===== src/rtl/memory_stage_pkg.sv =====
// Purpose : shared bus layouts, field offsets and state encodings for the memory stage.
// Latency : n/a (types and constants only).
// Backpressure: n/a.
//
// The execute-stage bus (M) and writeback bus (W) are defined here once so the
// execute, memory and writeback stages all agree on the same packing.
package memory_stage_pkg;

    localparam int M_BUS_W = 41;
    localparam int W_BUS_W = 39;

    // Execute bus field LSB offsets (MSB to LSB: alu_result, store_data,
    // wr_reg, halt, regwrite, memtoreg, memread, memwrite).
    localparam int M_MEMWRITE_LSB   = 0;
    localparam int M_MEMREAD_LSB    = 1;
    localparam int M_MEMTOREG_LSB   = 2;
    localparam int M_REGWRITE_LSB   = 3;
    localparam int M_HALT_LSB       = 4;
    localparam int M_WR_REG_LSB     = 5;
    localparam int M_STORE_DATA_LSB = 9;
    localparam int M_ALU_RESULT_LSB = 25;

    // Writeback bus field LSB offsets (MSB to LSB: alu_result, mem_data,
    // wr_reg, halt, regwrite, memtoreg).
    localparam int W_MEMTOREG_LSB   = 0;
    localparam int W_REGWRITE_LSB   = 1;
    localparam int W_HALT_LSB       = 2;
    localparam int W_WR_REG_LSB     = 3;
    localparam int W_MEM_DATA_LSB   = 7;
    localparam int W_ALU_RESULT_LSB = 23;

    typedef enum logic [1:0] {
        ST_IDLE   = 2'd0,
        ST_WAIT   = 2'd1,
        ST_HALTED = 2'd2
    } state_e;

    typedef struct packed {
        logic [15:0] alu_result;
        logic [15:0] store_data;
        logic [3:0]  wr_reg;
        logic        halt;
        logic        regwrite;
        logic        memtoreg;
        logic        memread;
        logic        memwrite;
    } m_bus_t;

    typedef struct packed {
        logic [15:0] alu_result;
        logic [15:0] mem_data;
        logic [3:0]  wr_reg;
        logic        halt;
        logic        regwrite;
        logic        memtoreg;
    } w_bus_t;

    // Build the writeback word for an instruction that retires this cycle.
    function automatic w_bus_t wb_from_m(input m_bus_t m, input logic [15:0] mem_data);
        w_bus_t w;
        w.alu_result = m.alu_result;
        w.mem_data   = mem_data;
        w.wr_reg     = m.wr_reg;
        w.halt       = m.halt;
        w.regwrite   = m.regwrite;
        w.memtoreg   = m.memtoreg;
        return w;
    endfunction

endpackage


===== src/rtl/memory_stage_if.sv =====
// Purpose : bundles the execute bus, data-memory port and writeback bus of the memory stage.
// Latency : n/a (wires only).
// Backpressure: stall_M tells the execute stage to hold M_in.
//
// Ports (master = memory stage side):
//   M_in, mem_rdata, mem_ack                         -> into the stage
//   stall_M, mem_req, mem_we, mem_addr, mem_wdata,
//   W_out, err_M                                     -> out of the stage
interface memory_stage_if;
    import memory_stage_pkg::*;

    logic [M_BUS_W-1:0] M_in;
    logic               stall_M;
    logic               mem_req;
    logic               mem_we;
    logic [15:0]        mem_addr;
    logic [15:0]        mem_wdata;
    logic [15:0]        mem_rdata;
    logic               mem_ack;
    logic [W_BUS_W-1:0] W_out;
    logic               err_M;

    modport master (
        input  M_in, mem_rdata, mem_ack,
        output stall_M, mem_req, mem_we, mem_addr, mem_wdata, W_out, err_M
    );

    modport slave (
        output M_in, mem_rdata, mem_ack,
        input  stall_M, mem_req, mem_we, mem_addr, mem_wdata, W_out, err_M
    );

endinterface


===== src/rtl/memory_stage_mem_access_ctrl.sv =====
// Purpose : access FSM (IDLE/WAIT/HALTED), wait counter, sticky timeout flag and retire decode.
// Latency : request/stall/retire are combinational from inputs and state; state updates on the edge.
// Backpressure: stall_o holds upstream while a request is outstanding and not acked or timed out.
//
// Ports: clk, rst_n; access_i/halt_i/mem_ack_i from the current instruction and memory;
//        mem_req_o, stall_o, retire_o, ack_hit_o (ack seen with request), err_o (sticky).
module mem_access_ctrl
    import memory_stage_pkg::*;
#(
    parameter int MAX_WAIT = 16
) (
    input  logic clk,
    input  logic rst_n,
    input  logic access_i,
    input  logic halt_i,
    input  logic mem_ack_i,
    output logic mem_req_o,
    output logic stall_o,
    output logic retire_o,
    output logic ack_hit_o,
    output logic err_o
);

    localparam logic [7:0] MAX_WAIT_C = 8'(MAX_WAIT);

    state_e     state_q, state_d;
    logic [7:0] count_q, count_d;
    logic       err_q,   err_d;

    logic       mem_req;
    logic       timeout;
    logic       ack_hit;
    logic       retire;

    // State register
    always_ff @(posedge clk or negedge rst_n) begin
        if (!rst_n) begin
            state_q <= ST_IDLE;
            count_q <= 8'd0;
            err_q   <= 1'b0;
        end else begin
            state_q <= state_d;
            count_q <= count_d;
            err_q   <= err_d;
        end
    end

    // Output / decode logic. rst_n gates the request so it drops the moment
    // reset asserts, without waiting for the registers to settle.
    always_comb begin
        mem_req = rst_n && access_i && ((state_q == ST_IDLE) || (state_q == ST_WAIT));
        timeout = (state_q == ST_WAIT) && (count_q == MAX_WAIT_C);
        // An ack in the timeout cycle still wins: ack_hit takes priority below.
        ack_hit = mem_req && mem_ack_i;
        retire  = ((state_q == ST_IDLE) && !access_i) || ack_hit || timeout;
    end

    assign mem_req_o = mem_req;
    assign stall_o   = mem_req && !mem_ack_i && !timeout;
    assign retire_o  = retire;
    assign ack_hit_o = ack_hit;
    assign err_o     = err_q;

    // Next-state logic
    always_comb begin
        state_d = state_q;
        count_d = count_q;
        err_d   = err_q;
        unique case (state_q)
            ST_IDLE: begin
                if (access_i && !mem_ack_i) begin
                    state_d = ST_WAIT;
                    count_d = 8'd1;
                end
            end
            ST_WAIT: begin
                if (ack_hit) begin
                    state_d = ST_IDLE;
                    count_d = 8'd0;
                end else if (timeout) begin
                    // Request is dropped; the instruction retires with no data.
                    state_d = ST_IDLE;
                    count_d = 8'd0;
                    err_d   = 1'b1;
                end else begin
                    count_d = count_q + 8'd1;
                end
            end
            ST_HALTED: begin
                state_d = ST_HALTED;
            end
            default: begin
                state_d = ST_IDLE;
                count_d = 8'd0;
            end
        endcase
        // A halting instruction completes its access first, then the stage parks.
        if (retire && halt_i) begin
            state_d = ST_HALTED;
        end
    end

endmodule


===== src/rtl/memory_stage.sv =====
// Purpose : pipeline memory stage with integrated MEM/WB register.
// Latency : 1 cycle for non-access and zero-wait accesses; N+1 for an access acked N cycles late.
// Backpressure: stall_M high while an access is outstanding; bubbles go to writeback meanwhile.
//
// Ports: clk, rst_n (async, active-low); bus (memory_stage_if.master) carrying
//        M_in, stall_M, the data-memory request/ack port, W_out and err_M.
module memory_stage
    import memory_stage_pkg::*;
#(
    parameter int MAX_WAIT = 16
) (
    input  logic                  clk,
    input  logic                  rst_n,
    memory_stage_if.master        bus
);

    m_bus_t      m;
    w_bus_t      w_d, w_q;
    logic        access;
    logic        mem_req;
    logic        stall;
    logic        retire;
    logic        ack_hit;
    logic        err;
    logic [15:0] mem_data;

    assign m      = bus.M_in;
    assign access = m.memread | m.memwrite;

    mem_access_ctrl #(
        .MAX_WAIT (MAX_WAIT)
    ) u_ctrl (
        .clk       (clk),
        .rst_n     (rst_n),
        .access_i  (access),
        .halt_i    (m.halt),
        .mem_ack_i (bus.mem_ack),
        .mem_req_o (mem_req),
        .stall_o   (stall),
        .retire_o  (retire),
        .ack_hit_o (ack_hit),
        .err_o     (err)
    );

    assign bus.mem_req   = mem_req;
    assign bus.mem_we    = m.memwrite;
    assign bus.mem_addr  = m.alu_result;
    assign bus.mem_wdata = m.store_data;
    assign bus.stall_M   = stall;
    assign bus.err_M     = err;

    // Read data is captured only for a real load that was acked; memread with
    // memwrite is a store, and timed-out accesses return zero.
    assign mem_data = (ack_hit && m.memread && !m.memwrite) ? bus.mem_rdata : 16'h0000;

    assign w_d = retire ? wb_from_m(m, mem_data) : '0;

    always_ff @(posedge clk or negedge rst_n) begin
        if (!rst_n) begin
            w_q <= '0;
        end else begin
            w_q <= w_d;
        end
    end

    assign bus.W_out = w_q;

endmodule


===== src/flat_wrapper.sv =====
// flat-port wrapper written by rule: the top's interface ports become plain ports
module memory_stage_flat import memory_stage_pkg::*;
#(
    parameter int MAX_WAIT = 16
)
  (clk, rst_n, bus_M_in, bus_mem_rdata, bus_mem_ack, bus_stall_M, bus_mem_req, bus_mem_we, bus_mem_addr, bus_mem_wdata, bus_W_out, bus_err_M);
  memory_stage_if bus_i ();
  input  logic clk;
  input  logic rst_n;
  input wire logic [$bits(bus_i.M_in)-1:0] bus_M_in;
  input wire logic [$bits(bus_i.mem_rdata)-1:0] bus_mem_rdata;
  input wire logic [$bits(bus_i.mem_ack)-1:0] bus_mem_ack;
  output wire logic [$bits(bus_i.stall_M)-1:0] bus_stall_M;
  output wire logic [$bits(bus_i.mem_req)-1:0] bus_mem_req;
  output wire logic [$bits(bus_i.mem_we)-1:0] bus_mem_we;
  output wire logic [$bits(bus_i.mem_addr)-1:0] bus_mem_addr;
  output wire logic [$bits(bus_i.mem_wdata)-1:0] bus_mem_wdata;
  output wire logic [$bits(bus_i.W_out)-1:0] bus_W_out;
  output wire logic [$bits(bus_i.err_M)-1:0] bus_err_M;
  assign bus_i.M_in = bus_M_in;
  assign bus_i.mem_rdata = bus_mem_rdata;
  assign bus_i.mem_ack = bus_mem_ack;
  assign bus_stall_M = bus_i.stall_M;
  assign bus_mem_req = bus_i.mem_req;
  assign bus_mem_we = bus_i.mem_we;
  assign bus_mem_addr = bus_i.mem_addr;
  assign bus_mem_wdata = bus_i.mem_wdata;
  assign bus_W_out = bus_i.W_out;
  assign bus_err_M = bus_i.err_M;
  memory_stage #(.MAX_WAIT(MAX_WAIT)) u_core (.clk(clk), .rst_n(rst_n), .bus(bus_i));
endmodule

===== config.mk =====
export PLATFORM = sky130hd
export DESIGN_NAME = memory_stage_flat
export DESIGN_NICKNAME = d
export VERILOG_FILES = /design/src/rtl/memory_stage_pkg.sv /design/src/rtl/memory_stage_if.sv /design/src/rtl/memory_stage_mem_access_ctrl.sv /design/src/rtl/memory_stage.sv /design/src/flat_wrapper.sv
export SDC_FILE = /design/constraint.sdc
export NUM_CORES = 1
export LEC_CHECK = 0
export CORE_MARGIN = 1
export CORE_UTILIZATION = 50
export CTS_CLUSTER_SIZE = 25
export DETAILED_ROUTE_END_ITERATION = 6
export DONT_BUFFER_PORTS = 1
export PLACE_DENSITY_LB_ADDON = 0.05
export SETUP_SLACK_MARGIN = 0.5
export SYNTH_ARGS = -nofsm -noshare
export SYNTH_HDL_FRONTEND = slang
export SYNTH_HIERARCHICAL = 1
export SYNTH_SLANG_ARGS = --single-unit

===== constraint.sdc =====
create_clock -name clk -period 2.8 [get_ports clk]
set_clock_uncertainty 0.15 [all_clocks]
set_input_delay 0.42 -clock clk [delete_from_list [all_inputs] [get_ports clk]]
set_output_delay 0.42 -clock clk [all_outputs]
set_load 0.01 [all_outputs]

Word level (Yosys, flattened, before mapping)
Cells that the tools add are included.
{"block": "word_totals", "memories": 0, "ram_bits": 0, "register_bits": 50, "output_inout_bits": 75, "input_bits": 60, "latchBits": 0, "romBits": 0, "elab_cells": 52}
{"block": "op_classes", "div": 0, "shift": 0, "muxes": 11, "mul": 0, "n_eq_ne": 6, "reduce_logical": 22, "bitwise_logic": 3, "order_cmp": 0, "addsub": 1}
{"cell": "$mux W39", "n": 1}
{"cell": "$mux W8", "n": 3}
{"cell": "$pmux W8 S3", "n": 1}
{"cell": "$mux W16", "n": 1}
{"cell": "$logic_and A1 B1 Y1", "n": 11}
{"cell": "$add A8 B1 Y8 const B", "n": 1}
{"cell": "$eq A8 B5 Y1 const B", "n": 1}
{"cell": "$mux W2", "n": 4}
{"cell": "$pmux W2 S3", "n": 1}
{"cell": "$logic_not A1 Y1", "n": 4}
{"cell": "$ne A4 B2 Y1 const B", "n": 1}
{"cell": "$reduce_and A2 Y1", "n": 2}
{"cell": "$logic_or A1 B1 Y1", "n": 3}
{"cell": "$ne A3 B1 Y1 const B", "n": 1}
{"cell": "$reduce_and A3 Y1", "n": 1}
{"cell": "$eq A2 B1 Y1 const B", "n": 1}
{"cell": "$eq A2 B2 Y1 const B", "n": 1}
{"cell": "$logic_not A2 Y1", "n": 1}
{"cell": "$ne A2 B1 Y1 const B", "n": 1}
{"cell": "$not A1 Y1", "n": 2}
{"cell": "$or A1 B1 Y1", "n": 1}

Logic depth before layout (Yosys ltp)
Gate-level depths: netlist (run 1).
{"block": "logic_depth", "ltp_word": 9, "depth_mapped": 8, "depth_no_buf": 7}

By module
The synthesis (run 1) kept the hierarchy.
{"module": "memory_stage", "instances": 1, "seq_area_each_um2": 975.9, "area_each_um2": 1526.5, "cells_per_inst": 116}
{"module": "mem_access_ctrl", "instances": 1, "seq_area_each_um2": 275.3, "area_each_um2": 624.3, "cells_per_inst": 65}

Worst setup path before layout (run 1)
OpenSTA, ideal clock, no wires.
{"block": "synth_timing", "kind": "register -> register", "startpoint": "register u_core.u_ctrl.count_q[0]", "endpoint": "register u_core.w_q, in the netlist u_core/bus.W_out[13]", "arrival_ns": 1.947, "required_ns": 2.586, "setup_ns": 0.064, "path_buffers": 1, "synth_period_minus_slack_ns": 2.161, "stages_incl_launch_ff": 9, "path_slack_ns": 0.639, "path_cell_list": "dfrtp_1 -> inv_1 -> ha_1 -> nor4b_1 -> nand4_1 -> o311ai_0 -> and4b_4 -> buf_6 -> and2_2"}
{"element": "start: declaration", "line": "memory_stage_mem_access_ctrl.sv:27", "text": "logic [7:0] count_q, count_d;"}
{"element": "start signal: assignment", "line": "memory_stage_mem_access_ctrl.sv:43", "text": "count_q <= count_d;"}
{"element": "end signal: assignment", "line": "memory_stage.sv:62", "text": "w_q <= w_d;"}
{"element": "end: declaration", "line": "memory_stage.sv:18", "text": "w_bus_t w_d, w_q;"}

Final worst setup path (run 1)
{"block": "layout_timing", "startpoint": "register u_core.u_ctrl.count_q[0]", "endpoint": "output port bus_stall_M"}
{"block": "layout_between", "elab_chain_len": 4}
{"element": "$eq A8 B5 Y1", "line": "memory_stage_mem_access_ctrl.sv:52", "text": "timeout = (state_q == ST_WAIT) && (count_q == MAX_WAIT_C);"}
{"element": "$logic_and A1 B1 Y1", "line": "memory_stage_mem_access_ctrl.sv:52"}
{"element": "$logic_not A1 Y1", "line": "memory_stage_mem_access_ctrl.sv:59", "text": "assign stall_o = mem_req && !mem_ack_i && !timeout;"}
{"element": "$logic_and A1 B1 Y1", "line": "memory_stage_mem_access_ctrl.sv:59"}
{"element": "end: declaration", "line": "flat_wrapper.sv:13", "text": "output wire logic [$bits(bus_i.stall_M)-1:0] bus_stall_M;"}
No other way between the ends.

==> results of run 1 <==
sequential cells by signal, indices dropped and copies added (netlist names):
signal                 count
u_core/u_ctrl/count_q      8
u_core/u_ctrl/state_q      2
u_core/u_ctrl/err_o        1
u_core/bus.W_out          39
per-stage QoR:
step           power [uW]  hold WS, ns  utilization, %
3_5_place_dp         1160      -0.0247            48.5
3_3_place_gp         1160      -0.0246            48.5
5_1_grt              1660       0.0816            52.1
4_1_cts              1580       0.0912            51.8
2_1_floorplan        1130      -0.0256               -
6_report             1570       0.0972            52.1
final cells by class:
| class | count | area (um^2) | area share (%) |
|---|---|---|---|
| flip-flops and latches | 50 | 1250 | 59.3 |
| multi-input cells | 88 | 632 | 29.9 |
| clock buffers | 6 | 72.6 | 3.43 |
| well taps | 50 | 62.6 | 2.96 |
| repair buffers | 5 | 60.1 | 2.84 |
| inverters | 7 | 26.3 | 1.24 |
| clock inverters | 1 | 7.51 | 0.355 |
worst max path at each step:
stage,start,to,depth (start not counted)
floorplan,u_core/u_ctrl/count_q[0],u_core/bus.W_out[13],8
global placement,bus_M_in[1],u_core/u_ctrl/count_q[6],7
detailed placement,bus_M_in[1],u_core/u_ctrl/count_q[6],7
CTS,u_core/u_ctrl/count_q[0],bus_stall_M,5
global route,u_core/u_ctrl/count_q[0],bus_stall_M,5
finish,u_core/u_ctrl/count_q[0],bus_stall_M,5
kinds of logic after synthesis:
family | after synthesis | share of synthesized area [%]
AO/OA/AOI/OAI | 19 | 5.99
XOR/XNOR | 4 | 1.63
adder cells (fa/ha/maj) | 2 | 1.16
buffers and inverters | 43 | 13.6
flip-flops | 50 | 58.2
AND/OR/NAND/NOR | 63 | 19.4
cell usage in the layout (no fill, tap or decap), types with 2 or more instances in the layout:
cell type / count
nand2_1: 3
and2_1: 23
xor2_1: 4
ha_1: 2
buf_4: 3
clkbuf_8: 5
nor2_1: 5
dfrtp_1: 49
nor3b_1: 2
inv_1: 6
o211ai_1: 2
o21ai_0: 5
a21oi_1: 3
and2_2: 16
and4_1: 2
routing by layer:
layer | global-route usage, % | share of wire, %
met4 | 8.24 | 2.3
met5 | 0 | 0
met2 | 27.5 | 48
met1 | 19.0 | 35
met3 | 9.80 | 14
where the power goes:
group | internal [uW] | total (uW) | switching, uW | leakage (uW)
combinational | 121 | 279 | 158 | 0.000315
clock | 171 | 389 | 218 | 0.0000373
sequential | 804 | 907 | 103 | 0.000677
total | 1100 | 1570 | 478 | 0.00103
repair_timing:
action | 4_1_cts | 5_1_grt
gates resized for setup | 1 | 4
buffers inserted | 1 | 0
hold buffers | 2 | 0
hold endpoints to repair | 50 | 0
pin swaps | 1 | 1
endpoints found under the setup margin | 1 | 13
==> metrics.cfg, run 1 <==
[setup_path]
r2r_start=u_core/u_ctrl/count_q[0]
critPathMaxStageDelay_ns=0.44
cpLargestDelayFamily=simple AND/OR/NAND/NOR gates
rr_worst_depth=8
ff2ff_setup_slack_ns=0.71
r2r-end=u_core/bus.W_out[15]
worstSetupEndpointType=output pin
crit_fanout=7
crit_chain=inv_1 > ha_1 > nor4b_4 > nand4_1 > and4_4
crit_type=reg2out
crit_buf_inv=1
required_ns=2.23
crit_slowest_cell=dfrtp_2
critPathLaunchType=flop
cp.arrival_ns=1.61

[floorplanning]
die_x_um=67.6
start_util_pct=53.0
die_area_mm2=0.00457
rows=23
coreArea_mm2=0.00406
pin_count=135
die_h_um=67.6

[detailed_routing]
wl_mm=3.82
first_pass_iters=4
routedWlPerCell_um=18.5
detail-route-antenna-nets=0
vias_per_cell=5.55
drc_errors=0
route.vias.total=1149
drtIter0Drc=33

[yosys]
ys_seq_area_share_pct=58.2
synth_top_area_cell=dfrtp_1
ys_seq_elements=50
avgSynthCellArea_um2=11.9
synthMostInstantiatedCell=dfrtp_1
syn-num-nets=243
async_flop_share_pct=100
synth_warnings=6
synth_top_area_share_pct=58.2
synthTopCellsByArea=dfrtp_1 58%, buf_4 12%, and2_1 6.7%, and2_2 5.6%, xor2_1 1.6%
synth_common_cells=50 x dfrtp_1, 33 x buf_4, 23 x and2_1
synth_area_mm2=0.00215
postSynthCellCount=181
ys.flop_type=dfrtp_1
synth_edf_count=0
ys_types=37

[clock_network]
clk_latency_ns=0.30
clock-sinks=50
clock_path_buffers=2
clkSlewWorstSetupHoldPaths_ns=0.08
clock-root-buffer=clkbuf_8
cts_max_level=2
numCtsBuffers=5
cts_tree=built

[timing]
fmax_mhz=458
min_period_over_period_pct=78.0
setup_violations=0
setup_ws_ns=0.615
fin_crit_ns=2.18
tightestPinTransition_ns=0.407
rsz0062_at_grt=no
finalSetupTns_ns=0
slew_viol_final=0
maxSlewHeadroom_pct=72.7
finalHoldViolCount=0

[finish]
diodes=0
nets=219
final_cell_count_no_fill=207
postLayoutCellArea_mm2=0.00211
syn_to_final_growth_pct=-1.75
drive_gt1_share_pct=22.3
fillCellCount=346

[place]
dpl.cell_count=197
gp_congestion=0.859
pre_cts_ws_ns=0.575
place_area_mm2=0.00197
dpl.hpwl_mm=2.72
portBuffers=0

[global_route]
grt_use_total_pct=17.5
overflow=0
grt_pass1_vias=1157
antenna_found_initial=0
grt_pass1_wl_mm=5.66
grt_max_degree=51

[min_path]
holdPathStages=1
hold_end=u_core/bus.W_out[24]
hp-start=bus_M_in[26]
hp-class=in2reg

[job]
max_cap_violations=0

[power]
irDropWorstVdd_mv=0.312
leakage_uw=0.00103
p_per_area_mw_per_mm2=745

[status]
status=finished clean

Note: power is estimated with default switching activity, not from simulation.
==> run 2: changes to the inputs <==
==> constraint.sdc (replaced) <==
create_clock -name clk -period 2.25 [get_ports clk]
set_clock_uncertainty 0.15 [all_clocks]
set_input_delay 0.3375 -clock clk [delete_from_list [all_inputs] [get_ports clk]]
set_output_delay 0.3375 -clock clk [all_outputs]
set_load 0.01 [all_outputs]
==> run 2 against run 1 <==
  * Total power grew 44%
  * Hold slack lost 0.081 ns
  * Combinational power grew 96%
  * Flip-flop and latch count is the same
  * Cell count grew 7.2%
  * Global-route usage grew 2.4 points
  * Utilization grew 4.6 points
  * Die area is the same
  * Count of clock-buffer cells in the layout grew 1
  * Largest cell class unchanged
==> metrics.cfg, run 2 (synthesis gave the netlist of run 1 again) <==
[detailed_routing]
first_pass_iters=4  ; unchanged
drtIter0Drc=54  ; +64%
routedWlPerCell_um=19.3  ; +4.5%
drc_errors=0  ; unchanged
wl_mm=4.28  ; +12%
detail-route-antenna-nets=0  ; unchanged
vias_per_cell=5.64  ; +1.6%
route.vias.total=1252  ; +9.0%

[global_route]
grt_pass1_wl_mm=6.38  ; +13%
overflow=0  ; unchanged
grt_max_degree=51  ; unchanged
antenna_found_initial=0  ; unchanged
grt_use_total_pct=19.9  ; +2.4 points
grt_pass1_vias=1276  ; +10%

[power]
p_per_area_mw_per_mm2=986  ; +32%
irDropWorstVdd_mv=0.539  ; +73%
leakage_uw=0.00112  ; +9.0%

[timing]
tightestPinTransition_ns=0.503  ; +0.0960 ns
finalSetupTns_ns=0  ; unchanged
rsz0062_at_grt=yes
maxSlewHeadroom_pct=66.3  ; -6.4 points
setup_violations=0  ; unchanged
fin_crit_ns=2.05
slew_viol_final=0  ; unchanged
fmax_mhz=488
min_period_over_period_pct=91.1
finalHoldViolCount=0  ; unchanged

[setup_path]
crit_chain=inv_2 > ha_4 > nor4b_4 > nand4_1 > and4_4
required_ns=1.76  ; -0.47 ns
crit_buf_inv=1  ; unchanged
cp.arrival_ns=1.56  ; -0.05 ns
crit_type=reg2out
cpLargestDelayFamily=simple AND/OR/NAND/NOR gates
crit_slowest_cell=dfrtp_1
ff2ff_setup_slack_ns=0.22  ; -0.49 ns
crit_fanout=3  ; -4
worstSetupEndpointType=output pin
critPathMaxStageDelay_ns=0.40  ; -0.04 ns
critPathLaunchType=flop

[finish]
postLayoutCellArea_mm2=0.00230  ; +8.8%
mostFrequentLayoutCell=dfrtp_1
final_cell_mix=48 x dfrtp_1, 22 x and2_1, 16 x and2_2, 14 x buf_4
drive_gt1_share_pct=33.1  ; +11 points
fillCellCount=319  ; -7.8%
utilization_pct=56.7  ; +4.6 points
largest_reg_flops=39  ; unchanged
nets=233  ; +6.4%
diodes=0  ; unchanged
syn_to_final_growth_pct=6.92

[floorplanning]
coreArea_mm2=0.00406  ; unchanged
pin_count=135  ; unchanged
die_x_um=67.6  ; unchanged
die_area_mm2=0.00457  ; unchanged
start_util_pct=53.0  ; unchanged
die_h_um=67.6  ; unchanged
rows=23  ; unchanged

[clock_network]
clock-root-buffer=clkbuf_8
clkSlewWorstSetupHoldPaths_ns=0.08  ; about the same
cts_tree=built
clock-sinks=50  ; unchanged
clk_latency_ns=0.29  ; about the same
cts_max_level=2  ; unchanged
numCtsBuffers=5  ; unchanged
clock_path_buffers=2  ; unchanged

[status]
status=finished clean

[job]
max_cap_violations=0  ; unchanged

[place]
dpl.hpwl_mm=2.88  ; +5.8%
gp_congestion=0.818  ; -4.8%
portBuffers=0  ; unchanged
place_area_mm2=0.00199  ; +0.89%

[min_path]
hp-class=in2reg

[run 2: cell count changes in the layout (fill, tap and decap cells not counted), sizes merged]
cell         change
buf             +11
dlygate4sd3      +2
and4b            +1
bufinv           +1
clkbuf           +1
clkinvlp         -1
[run 2: final timing paths]
check / from / to / cells past startpoint
worst max register to register: u_core/u_ctrl/count_q[1] / u_core/bus.W_out[18] / 8
worst min-delay path: bus_mem_rdata[13] / u_core/bus.W_out[20] / 1
max in group asynchronous: rst_n / u_core/u_ctrl/count_q[0] / 2
worst min register to register: u_core/u_ctrl/err_o / u_core/u_ctrl/err_o / 1
worst max-delay path: u_core/u_ctrl/count_q[1] / bus_stall_M / 5
min in group asynchronous: rst_n / u_core/bus.W_out[2] / 2
[run 2: cell type report]
cell class,instances,area (um^2),area share [%]
inverters,7,26.3,1.14
well taps,50,62.6,2.72
multi-input cells,89,688,29.9
clock buffers,7,76.3,3.32
flip-flops and latches,50,1250,54.5
repair buffers,18,163,7.07
clock inverters,1,30.0,1.31
[run 2: timing repair]
action / 4_1_cts / 5_1_grt
pin swaps: 7 / 4
hold endpoints to repair: 50 / 2
endpoints found under the setup margin: 47 / 50
gates cloned: 1 / 0
hold buffers: 2 / 2
setup buffers: 8 / 4
resized for setup: 12 / 2
[run 2: worst reg2reg max path: stages, from the launching register on]
cell,delay [ns]
dfrtp_1,0.40
inv_2,0.09
ha_4,0.13
nor4b_4,0.24
nand4_1,0.18
buf_4,0.18
o311ai_2,0.09
and4b_2,0.36
and2_2,0.16
[run 2: where the power goes]
group / switching, uW / internal (uW) / total [uW]
registers: 112 / 1000 / 1110
logic: 288 / 260 / 547
clock network: 272 / 333 / 605
[run 2: routing by layer]
metal | vias to the layer above | GRT usage, % | wire [um]
li1 | 537 | - | -
met1 | 609 | 22.0 | 1570
met2 | 85 | 32.8 | 2130
met3 | 21 | 8.11 | 458
met4 | 0 | 9.84 | 121
met5 | - | 0 | 0
[run 2: stage by stage]
| stage | total power, uW | hold slack [ns] | setup WS (ns) | cells |
|---|---|---|---|---|
| floorplan | 1430 | -0.108 | 0.344 | 181 |
| global placement | 1460 | -0.107 | 0.212 | 197 |
| detailed placement | 1480 | -0.107 | 0.182 | 197 |
| CTS | 2210 | 0.00790 | 0.236 | 216 |
| global route | 2390 | 0.00484 | 0.123 | 222 |
| finish | 2270 | 0.0157 | 0.200 | 222 |
